--- src/rtl/tour_solver_if.sv ---
// tour_solver_if: command, status and move read-back bundle between
// the tour sequencer side (master) and tour_solver (slave).
interface tour_solver_if;
   logic       i_go;
   logic [2:0] i_x_start;
   logic [2:0] i_y_start;
   logic [4:0] i_indx;
   logic [7:0] o_move;
   logic       o_done;
   logic       o_no_tour;
   logic       o_busy;
   modport master (
      output i_go, i_x_start, i_y_start, i_indx,
      input  o_move, o_done, o_no_tour, o_busy
   );
   modport slave (
      input  i_go, i_x_start, i_y_start, i_indx,
      output o_move, o_done, o_no_tour, o_busy
   );
endinterface

--- src/rtl/tour_solver.sv ---
// tour_solver: depth-first backtracking knight's tour search on a 5x5 board,
// storing the 24 moves as one-hot codes readable by index.
module tour_solver #(
   parameter int BOARD_DIM = 5,
   parameter int LAST_MV   = 23
) (
   input logic          clk,
   input logic          rst_n,
   tour_solver_if.slave bus
);
   localparam logic [2:0] S_IDLE = 3'd0, S_CALC = 3'd1, S_PICK = 3'd2,
                          S_BACKUP = 3'd3, S_DONE = 3'd4, S_FAIL = 3'd5;
   localparam int NSQ = BOARD_DIM * BOARD_DIM;
   localparam logic signed [3:0] DIM = 4'(BOARD_DIM);
   localparam logic signed [3:0] DX [8] = '{4'sd1, -4'sd1, -4'sd2, -4'sd2, -4'sd1, 4'sd1, 4'sd2, 4'sd2};
   localparam logic signed [3:0] DY [8] = '{4'sd2, 4'sd2, 4'sd1, -4'sd1, -4'sd2, -4'sd2, -4'sd1, 4'sd1};

   function automatic logic [4:0] sq(input logic [2:0] x, input logic [2:0] y);
      return 5'(y) * 5'(BOARD_DIM) + 5'(x);
   endfunction

   logic [2:0]     r_state;
   logic [NSQ-1:0] r_vis;
   logic [7:0]     r_mv   [LAST_MV+1];
   logic [7:0]     r_poss [LAST_MV+1];
   logic [7:0]     r_try;
   logic [2:0]     r_x, r_y;
   logic [4:0]     r_lvl;

   logic [4:0] w_lm1;
   logic [7:0] w_legal, w_cand, w_pick, w_sel;
   logic [2:0] w_dx, w_dy, w_nx, w_ny, w_xs, w_ys;

   for (genvar k = 0; k < 8; k++) begin : g_mv
      logic signed [3:0] w_tx, w_ty;
      assign w_tx = $signed({1'b0, r_x}) + DX[k];
      assign w_ty = $signed({1'b0, r_y}) + DY[k];
      assign w_legal[k] = !w_tx[3] && w_tx < DIM && !w_ty[3] && w_ty < DIM && !r_vis[sq(w_tx[2:0], w_ty[2:0])];
   end

   // Candidates lie strictly above the last tried bit; an empty try pointer opens all moves.
   assign w_cand = r_poss[r_lvl] & ((r_try == 8'd0) ? 8'hFF : ~((r_try << 1) - 8'd1));
   assign w_pick = w_cand & (~w_cand + 8'd1);
   assign w_lm1  = r_lvl - 5'd1;
   assign w_sel  = (r_state == S_PICK) ? w_pick : r_mv[w_lm1];
   assign w_nx   = (r_state == S_PICK) ? r_x + w_dx : r_x - w_dx;
   assign w_ny   = (r_state == S_PICK) ? r_y + w_dy : r_y - w_dy;
   assign w_xs   = (bus.i_x_start > 3'd4) ? bus.i_x_start - 3'd5 : bus.i_x_start;
   assign w_ys   = (bus.i_y_start > 3'd4) ? bus.i_y_start - 3'd5 : bus.i_y_start;

   always_comb begin
      w_dx = 3'd0;
      w_dy = 3'd0;
      for (int k = 0; k < 8; k++) begin
         w_dx = w_sel[k] ? DX[k][2:0] : w_dx;
         w_dy = w_sel[k] ? DY[k][2:0] : w_dy;
      end
   end

   always_ff @(posedge clk or negedge rst_n) begin
      if (!rst_n) begin
         r_state <= S_IDLE;
         r_vis   <= '0;
         r_try   <= '0;
         r_x     <= '0;
         r_y     <= '0;
         r_lvl   <= '0;
         for (int i = 0; i <= LAST_MV; i++) begin
            r_mv[i]   <= '0;
            r_poss[i] <= '0;
         end
      end else begin
         case (r_state)
            S_IDLE: if (bus.i_go) begin
               r_vis <= NSQ'(1) << sq(w_xs, w_ys);
               for (int i = 0; i <= LAST_MV; i++) r_mv[i] <= '0;
               r_x     <= w_xs;
               r_y     <= w_ys;
               r_lvl   <= '0;
               r_state <= S_CALC;
            end
            S_CALC: begin
               r_poss[r_lvl] <= w_legal;
               r_try         <= '0;
               r_state       <= S_PICK;
            end
            S_PICK: if (w_pick != 8'd0) begin
               r_mv[r_lvl]         <= w_pick;
               r_x                 <= w_nx;
               r_y                 <= w_ny;
               r_vis[sq(w_nx, w_ny)] <= 1'b1;
               r_lvl               <= r_lvl + 5'd1;
               r_state             <= (r_lvl == 5'(LAST_MV)) ? S_DONE : S_CALC;
            end else begin
               r_state <= (r_lvl == 5'd0) ? S_FAIL : S_BACKUP;
            end
            S_BACKUP: begin
               r_vis[sq(r_x, r_y)] <= 1'b0;
               r_lvl   <= w_lm1;
               r_x     <= w_nx;
               r_y     <= w_ny;
               r_try   <= r_mv[w_lm1];
               r_state <= S_PICK;
            end
            default: r_state <= S_IDLE;
         endcase
      end
   end

   assign bus.o_busy    = r_state != S_IDLE;
   assign bus.o_done    = r_state == S_DONE;
   assign bus.o_no_tour = r_state == S_FAIL;
   assign bus.o_move    = (bus.i_indx <= 5'(LAST_MV)) ? r_mv[bus.i_indx] : 8'h00;
endmodule

--- src/flat_wrapper.sv ---
// flat-port wrapper written by rule: the top's interface ports become plain ports
module tour_solver_flat 
#(
   parameter int BOARD_DIM = 5,
   parameter int LAST_MV   = 23
)
  (clk, rst_n, bus_i_go, bus_i_x_start, bus_i_y_start, bus_i_indx, bus_o_move, bus_o_done, bus_o_no_tour, bus_o_busy);
  tour_solver_if bus_i ();
  input logic clk;
  input logic rst_n;
  input wire logic [$bits(bus_i.i_go)-1:0] bus_i_go;
  input wire logic [$bits(bus_i.i_x_start)-1:0] bus_i_x_start;
  input wire logic [$bits(bus_i.i_y_start)-1:0] bus_i_y_start;
  input wire logic [$bits(bus_i.i_indx)-1:0] bus_i_indx;
  output wire logic [$bits(bus_i.o_move)-1:0] bus_o_move;
  output wire logic [$bits(bus_i.o_done)-1:0] bus_o_done;
  output wire logic [$bits(bus_i.o_no_tour)-1:0] bus_o_no_tour;
  output wire logic [$bits(bus_i.o_busy)-1:0] bus_o_busy;
  assign bus_i.i_go = bus_i_go;
  assign bus_i.i_x_start = bus_i_x_start;
  assign bus_i.i_y_start = bus_i_y_start;
  assign bus_i.i_indx = bus_i_indx;
  assign bus_o_move = bus_i.o_move;
  assign bus_o_done = bus_i.o_done;
  assign bus_o_no_tour = bus_i.o_no_tour;
  assign bus_o_busy = bus_i.o_busy;
  tour_solver #(.BOARD_DIM(BOARD_DIM), .LAST_MV(LAST_MV)) u_core (.clk(clk), .rst_n(rst_n), .bus(bus_i));
endmodule
--- config.mk ---
export PLATFORM = sky130hd
export DESIGN_NAME = tour_solver_flat
export DESIGN_NICKNAME = d
export VERILOG_FILES = /design/src/rtl/tour_solver_if.sv /design/src/rtl/tour_solver.sv /design/src/flat_wrapper.sv
export SDC_FILE = /design/constraint.sdc
export NUM_CORES = 1
export LEC_CHECK = 0
export ABC_AREA = 0
export CAP_MARGIN = 25
export CORE_MARGIN = 10
export CORE_UTILIZATION = 40
export DETAILED_ROUTE_END_ITERATION = 8
export GPL_TIMING_DRIVEN = 1
export PLACE_DENSITY_LB_ADDON = 0.2
export SYNTH_ARGS = -nofsm -noshare
export SYNTH_HDL_FRONTEND = slang
export SYNTH_SLANG_ARGS = --single-unit
--- constraint.sdc ---
create_clock -name clk -period 10.9 [get_ports clk]
set_input_delay 2.18 -clock clk [delete_from_list [all_inputs] [get_ports clk]]
set_output_delay 2.18 -clock clk [all_outputs]
set_load 0.02 [all_outputs]
* After elaboration in Yosys (flattened, before gate mapping) *
Index checks and enable logic that the tools add are counted.

operators by class
  multiply operators = 7
  magnitude comparators = 27
  reductions and logical operators = 58
  multiplexer cells = 77
  $add $sub $neg = 29
  eq/ne operators = 8
  bitwise logic cells = 10
  shift-type cells = 1

operator list
  cell                                                                          count
  192-bit bitwise mux                                                           2
  192-bit 2-to-1 mux                                                            2
  192-bit one-hot mux with 2 select lines                                       1
  8-bit binary-select mux with 5-bit select                                     3
  8-bit 2-to-1 mux                                                              10
  3-bit 2-to-1 mux                                                              26
  25-bit one-hot mux with 3 select lines                                        1
  5-bit by 6-bit less-than comparator with 1-bit output, second input constant  10
  5-bit by 3-bit adder with 5-bit output                                        11
  25-bit 2-to-1 mux                                                             2
  1-bit binary-select mux with 5-bit select                                     8
  8-bit demux with 5-bit select                                                 1
  3-bit by 3-bit multiplier with 5-bit output, second input constant            7
  4-bit less-than comparator, second input constant                             8
  1-bit logical AND                                                             31
  3-bit one-hot mux with 3 select lines                                         3
  25-bit AND                                                                    1
  25-bit NOT                                                                    1
  25-bit OR                                                                     1
  1-bit by 5-bit left shift with 25-bit output, first input constant            1
  6-bit greater-or-equal comparator, second input constant                      3
  5-bit NOT with 6-bit output                                                   3
  8-bit AND                                                                     2
  1-bit logical NOT                                                             16
  35 further kinds                                                              63

word-level totals
  word-level logic and storage cells = 271
  bits in registers = 431
  output and inout port bits = 11
  input bits = 14

* Logic depth before layout (Yosys ltp) *
  depth in word-level cells = 28
  depth in mapped cells = 34
  depth with buffers taken out = 28

* Worst setup path before layout *
No wires, ideal clock.

  kind = reg-to-reg
  start = register u_core.r_lvl[1]
  end = register u_core.r_vis[0]
  stages on the path, launching flop included = 34
  setup slack = 3,355 ps
  path buffers = 7
  setup time = 131 ps
  clock period less this slack = 7,545 ps
  arrival = 7,414 ps
  data required time = 10,769 ps
  cell sequence = dfrtp_1 > buf_6 > buf_2 > buf_6 > inv_1 > ha_1 > buf_2 > buf_1 > clkbuf_1 > mux4_2 > mux4_2 > a22oi_1 > nand2_1 > a31oi_1 > a41o_1 > ha_1 > nand2_1 > o21a_1 > fa_1 > xor2_1 > xnor2_1 > inv_1 > and4_1 > nor3_1 > ha_1 > ha_1 > ha_1 > a21o_1 > a21oi_1 > xor2_1 > xnor2_1 > xor2_2 > buf_6 > o22ai_2

on the way
  cells in the longest elaborated chain, start to end = 28
  elaborated cells on any way between the ends = 49
  those cells by class = add/sub (7); mul (1); order compare (2); eq/ne (1); mux (29); bitwise (6); reduce/logical (3)

RTL lines
  element                                                                                                                                                             RTL line           text
  start: declaration                                                                                                                                                  tour_solver.sv:28  logic [4:0] r_lvl;
  start signal: assignment                                                                                                                                            tour_solver.sv:92  r_lvl <= r_lvl + 5'd1;
  start signal: assignment                                                                                                                                            tour_solver.sv:99  r_lvl <= w_lm1;
  5-bit NOT with 6-bit output (not written as such)                                                                                                                   tour_solver.sv:42  assign w_cand = r_poss[r_lvl] & ((r_try == 8'd0) ? 8'hFF : ~((r_try << 1) - 8'd1));
  8-bit binary-select mux with 5-bit select                                                                                                                           tour_solver.sv:42
  8-bit 2-to-1 mux (not written as such) (2 in a row)                                                                                                                 tour_solver.sv:42
  8-bit AND                                                                                                                                                           tour_solver.sv:42
  8-bit NOT                                                                                                                                                           tour_solver.sv:43  assign w_pick = w_cand & (~w_cand + 8'd1);
  8-bit by 1-bit adder with 8-bit output                                                                                                                              tour_solver.sv:43
  8-bit AND                                                                                                                                                           tour_solver.sv:43
  8-bit 2-to-1 mux                                                                                                                                                    tour_solver.sv:45  assign w_sel = (r_state == S_PICK) ? w_pick : r_mv[w_lm1];
  [11 not listed]                                                                                                                                                     -
  5-bit by 3-bit adder with 5-bit output                                                                                                                              tour_solver.sv:19  return 5'(y) * 5'(BOARD_DIM) + 5'(x);
  5-bit by 6-bit less-than comparator with 1-bit output (not written as such) / 5-bit by 1-bit greater-or-equal comparator with 1-bit output (equally long branches)  tour_solver.sv:91  r_vis[sq(w_nx, w_ny)] <= 1'b1;
  1-bit logical AND (not written as such)                                                                                                                             tour_solver.sv:91
  1-bit 2-to-1 mux (not written as such)                                                                                                                              tour_solver.sv:91
  1-bit demux with 5-bit select                                                                                                                                       -
  25-bit OR (no source line)                                                                                                                                          -
  25-bit 2-to-1 mux                                                                                                                                                   tour_solver.sv:87  S_PICK: if (w_pick != 8'd0) begin
  25-bit one-hot mux with 3 select lines                                                                                                                              tour_solver.sv:73  case (r_state)
  end signal: assignment                                                                                                                                              tour_solver.sv:75  r_vis <= NSQ'(1) << sq(w_xs, w_ys);
  end: declaration                                                                                                                                                    tour_solver.sv:23  logic [NSQ-1:0] r_vis;

Parallel ways exist; a longest one is shown, timed or not. The select of a mux whose other input is x is not followed.
A chain may end at the register's enable or synchronous reset.

* Final worst setup path *
  start = register u_core.r_lvl[0]
  end = register u_core.r_vis[4]

Same word-level chain as after synthesis.

==> flow_summary.rst <==
.. list-table::
   :header-rows: 1

   * - Metric
     - Value
   * - Fraction of registers with async set/reset
     - 100%
   * - Compound-Gate Fraction of Synth Area
     - 10.7%
   * - Post-cts resize count
     - 0
   * - Arrival time at the worst endpoint
     - 9.32 ns
   * - Combinational family with the most area after synthesis
     - multiplexers
   * - Synthesized-area fraction occupied by xor and xnor cells
     - 2.15%
   * - Number of placed I/O pins
     - 25
   * - First-pass GRT wire length
     - 122000 um
   * - Post-synthesis cell area
     - 26300 um^2
   * - Half-perimeter wire length after detailed placement
     - 53100 um
   * - Vias in the first global route
     - 19600
   * - Number of clock sinks seen by CTS
     - 431
   * - Share of layout cells above drive strength 1
     - 22.8%
   * - Top flip-flop cell by instance count after synthesis
     - dfrtp_1
   * - Deepest clock path buffer count
     - 3
   * - Layout area overhead
     - 10.4%
   * - Final estimated routing congestion in global placement
     - 0.877
   * - Via count
     - 19400
   * - Element type at the critical path start
     - flop
   * - Clock-pin slew on the worst setup and hold paths
     - 0.06 ns
   * - Max-cap check violation count
     - 0
   * - Flip-flop and latch count after synthesis
     - 431
   * - FMAX
     - 0.113 GHz
   * - Crit path max fanout
     - 41
   * - Class of the most critical hold timing path
     - flop to flop
   * - Final critical delay including setup and external delays
     - 8.82 ns
   * - CTS H-tree depth
     - 2
   * - R2R Path Start
     - u_core.r_lvl[0]
   * - Post-route fraction of the period consumed by the critical path
     - 80.9%
   * - Simple-gate share of the synthesized area
     - 10.2%
   * - Instance count of the mapped netlist
     - 2324
   * - Latest clock arrival within the worst-skew pair
     - 0.63 ns
   * - Initial antenna violation count
     - 0
   * - Residual antenna-violating net count after detailed routing
     - 0
   * - Vias per cell
     - 6.10
   * - Most Frequent Cell on Critical Path
     - ha_1
   * - DRC violation total after the first TritonRoute iteration
     - 1997
   * - Top cells by area in the synthesized netlist
     - dfrtp_1 41%, mux4_2 13%, mux2_2 8.1%
   * - Final-layout setup total negative slack
     - 0 ns
   * - Warnings from Yosys
     - 0
   * - Die Area
     - 76300 um^2
   * - Clock tree root driver cell
     - clkbuf_16
   * - Row count
     - 93
   * - Count of endpoints failing hold in the final timing report
     - 0
   * - Data required time of the worst path
     - 11.40 ns
   * - Launch point of the worst path
     - u_core.r_lvl[0]
   * - Sequential area share after synthesis
     - 41.1%
   * - Worst setup EP type
     - flop
   * - Final net count
     - 2382
   * - Routed wire per std cell
     - 24.8 um
   * - Cts hold-fix bufs
     - 0
   * - Number of different library cells in the post-synthesis netlist
     - 89
   * - Average instance area after synthesis
     - 11.3 um^2
   * - Synthesized net count
     - 2422
   * - First drt pass iteration count
     - 6
   * - Number of buffers added for setup after CTS
     - 0
   * - Diodes inserted
     - 0
   * - Effective utilization at floorplan
     - 40.6%
   * - Final routed DRC violation total
     - 0
   * - Number of endpoints failing setup at the final stage
     - 0
   * - Pin count of the biggest net entering global routing
     - 102
   * - Synth area leader
     - dfrtp_1
   * - Worst hold path startpoint
     - u_core.r_poss[162]
   * - All-layer global routing usage
     - 20.2%
   * - Total clock buffers created by CTS
     - 49
   * - Vertical die dimension
     - 276 um
   * - Rel. slew slack
     - 24.9%
   * - Tightest Pin Transition
     - 1.12 ns
   * - Slowest stage delay, CP
     - 0.97 ns
   * - Post-synthesis mux area share
     - 27.8%
   * - Count of final max-slew check failures
     - 0
   * - Final core occ
     - 44.8%
   * - Final setup skew
     - 0.0298 ns
   * - Horizontal die dimension
     - 276 um
   * - Final global-route overflow total
     - 0
   * - Total detailed-routing wirelength
     - 78700 um
   * - Count of flip-flops with a built-in enable after synthesis
     - 0
   * - Clock tree from TritonCTS
     - built
   * - Setup repair after global routing missed its margin
     - false
   * - CP max stage cell
     - ha_2
   * - Status
     - finished clean
   * - Adder and majority cell fraction of the synthesized area
     - 4.26%
   * - Synth top area share
     - 41.1%
   * - Count of buffers inserted at the top-level ports
     - 24
   * - Placeable core region
     - 64700 um^2
   * - Category of the most critical setup path
     - flop to flop
==> cell type report <==
class	instances	area (um^2)
Multi-Input combinational cell	1673	14500
Clock inverter	24	292
Inverter	61	229
Timing Repair Buffer	68	679
Tap cell	855	1070
Sequential cell	431	10800
Clock buffer	67	1400
Fill cell	6004	35700
==> synth_stat cells, drive strengths merged (49+ instances only) <==
master  count
mux4      169
ha         75
dfrtp     431
nand2     292
a21oi      59
nand3      99
o21ai     231
mux2      191
inv        61
clkbuf    110
mux2i     128
nor2       78
buf        49
==> stage by stage <==
step,cells,setup slack [ns],instance area (um^2),hold WS (ns)
5_1_grt,3179,1.62,29000,0.505
2_1_floorplan,2324,3.35,26300,0.442
4_1_cts,3173,1.71,28900,0.479
3_5_place_dp,3082,1.74,27200,0.465
3_3_place_gp,3080,1.87,27100,0.456
6_report,3179,2.08,29000,0.477
==> layer usage <==
metal / vias up / track usage (%) / part of all wire [%]
met2: 703 / 31.6 / 46
li1: 8500 / - / -
met4: 0 / 6.18 / 2.8
met1: 10100 / 28.0 / 45
met3: 132 / 3.76 / 6.5
met5: - / 0 / 0
==> sequential cells by signal, summed over array words and instances (netlist names) <==
name,flops
u_core.r_lvl,5
u_core.r_mv,192
u_core.r_poss,192
u_core.r_state,3
u_core.r_try,8
u_core.r_vis,25
u_core.r_x,3
u_core.r_y,3
==> path summary, 6_finish.rpt <==
path | endpoint | slack (ns) | depth (start not counted)
max | u_core.r_vis[4] | 2.08 | 28
max in group asynchronous | u_core.r_lvl[0] | 7.20 | 4
min in group asynchronous | u_core.r_mv[57] | 1.62 | 1
min reg2reg | u_core.r_poss[162] | 0.48 | 2
min | u_core.r_poss[162] | 0.48 | 2
max reg2reg | u_core.r_vis[4] | 2.08 | 28
==> cells in the final DEF (no fill, tap or decap), drive strengths merged, types with 36 or more instances in the layout <==
cell type,netlist,layout
clkbuf,110,67
nand3,99,99
mux4,169,169
nand2,292,292
buf,49,47
nor2,78,78
a21oi,59,59
dfrtp,431,431
ha,75,75
mux2,191,191
inv,61,63
o22ai,36,36
mux2i,128,128
o21ai,231,231
==> kinds of logic (layout without fill, tap and decap cells) <==
kind of cell	after synthesis	after routing
flip-flops	431	431
buffers and inverters	220	220
XOR/XNOR	62	62
AND/OR/NAND/NOR	587	587
AO/OA/AOI/OAI	452	452
adder cells (fa/ha/maj)	84	84
multiplexers	488	488
==> worst max-delay path, delay by kind of cell (launching register included) <==
family          cells  cell delay, ns
compound gates      7            1.67
simple gates        4            0.63
fa+ha+maj           6            2.41
buf+inv             4            0.96
flops               1            0.86
xor+xnor            5            1.30
mux                 2            0.85
Power is not shown: default switching activity piles up to over one toggle a cycle in this logic, so the estimate is an artifact.
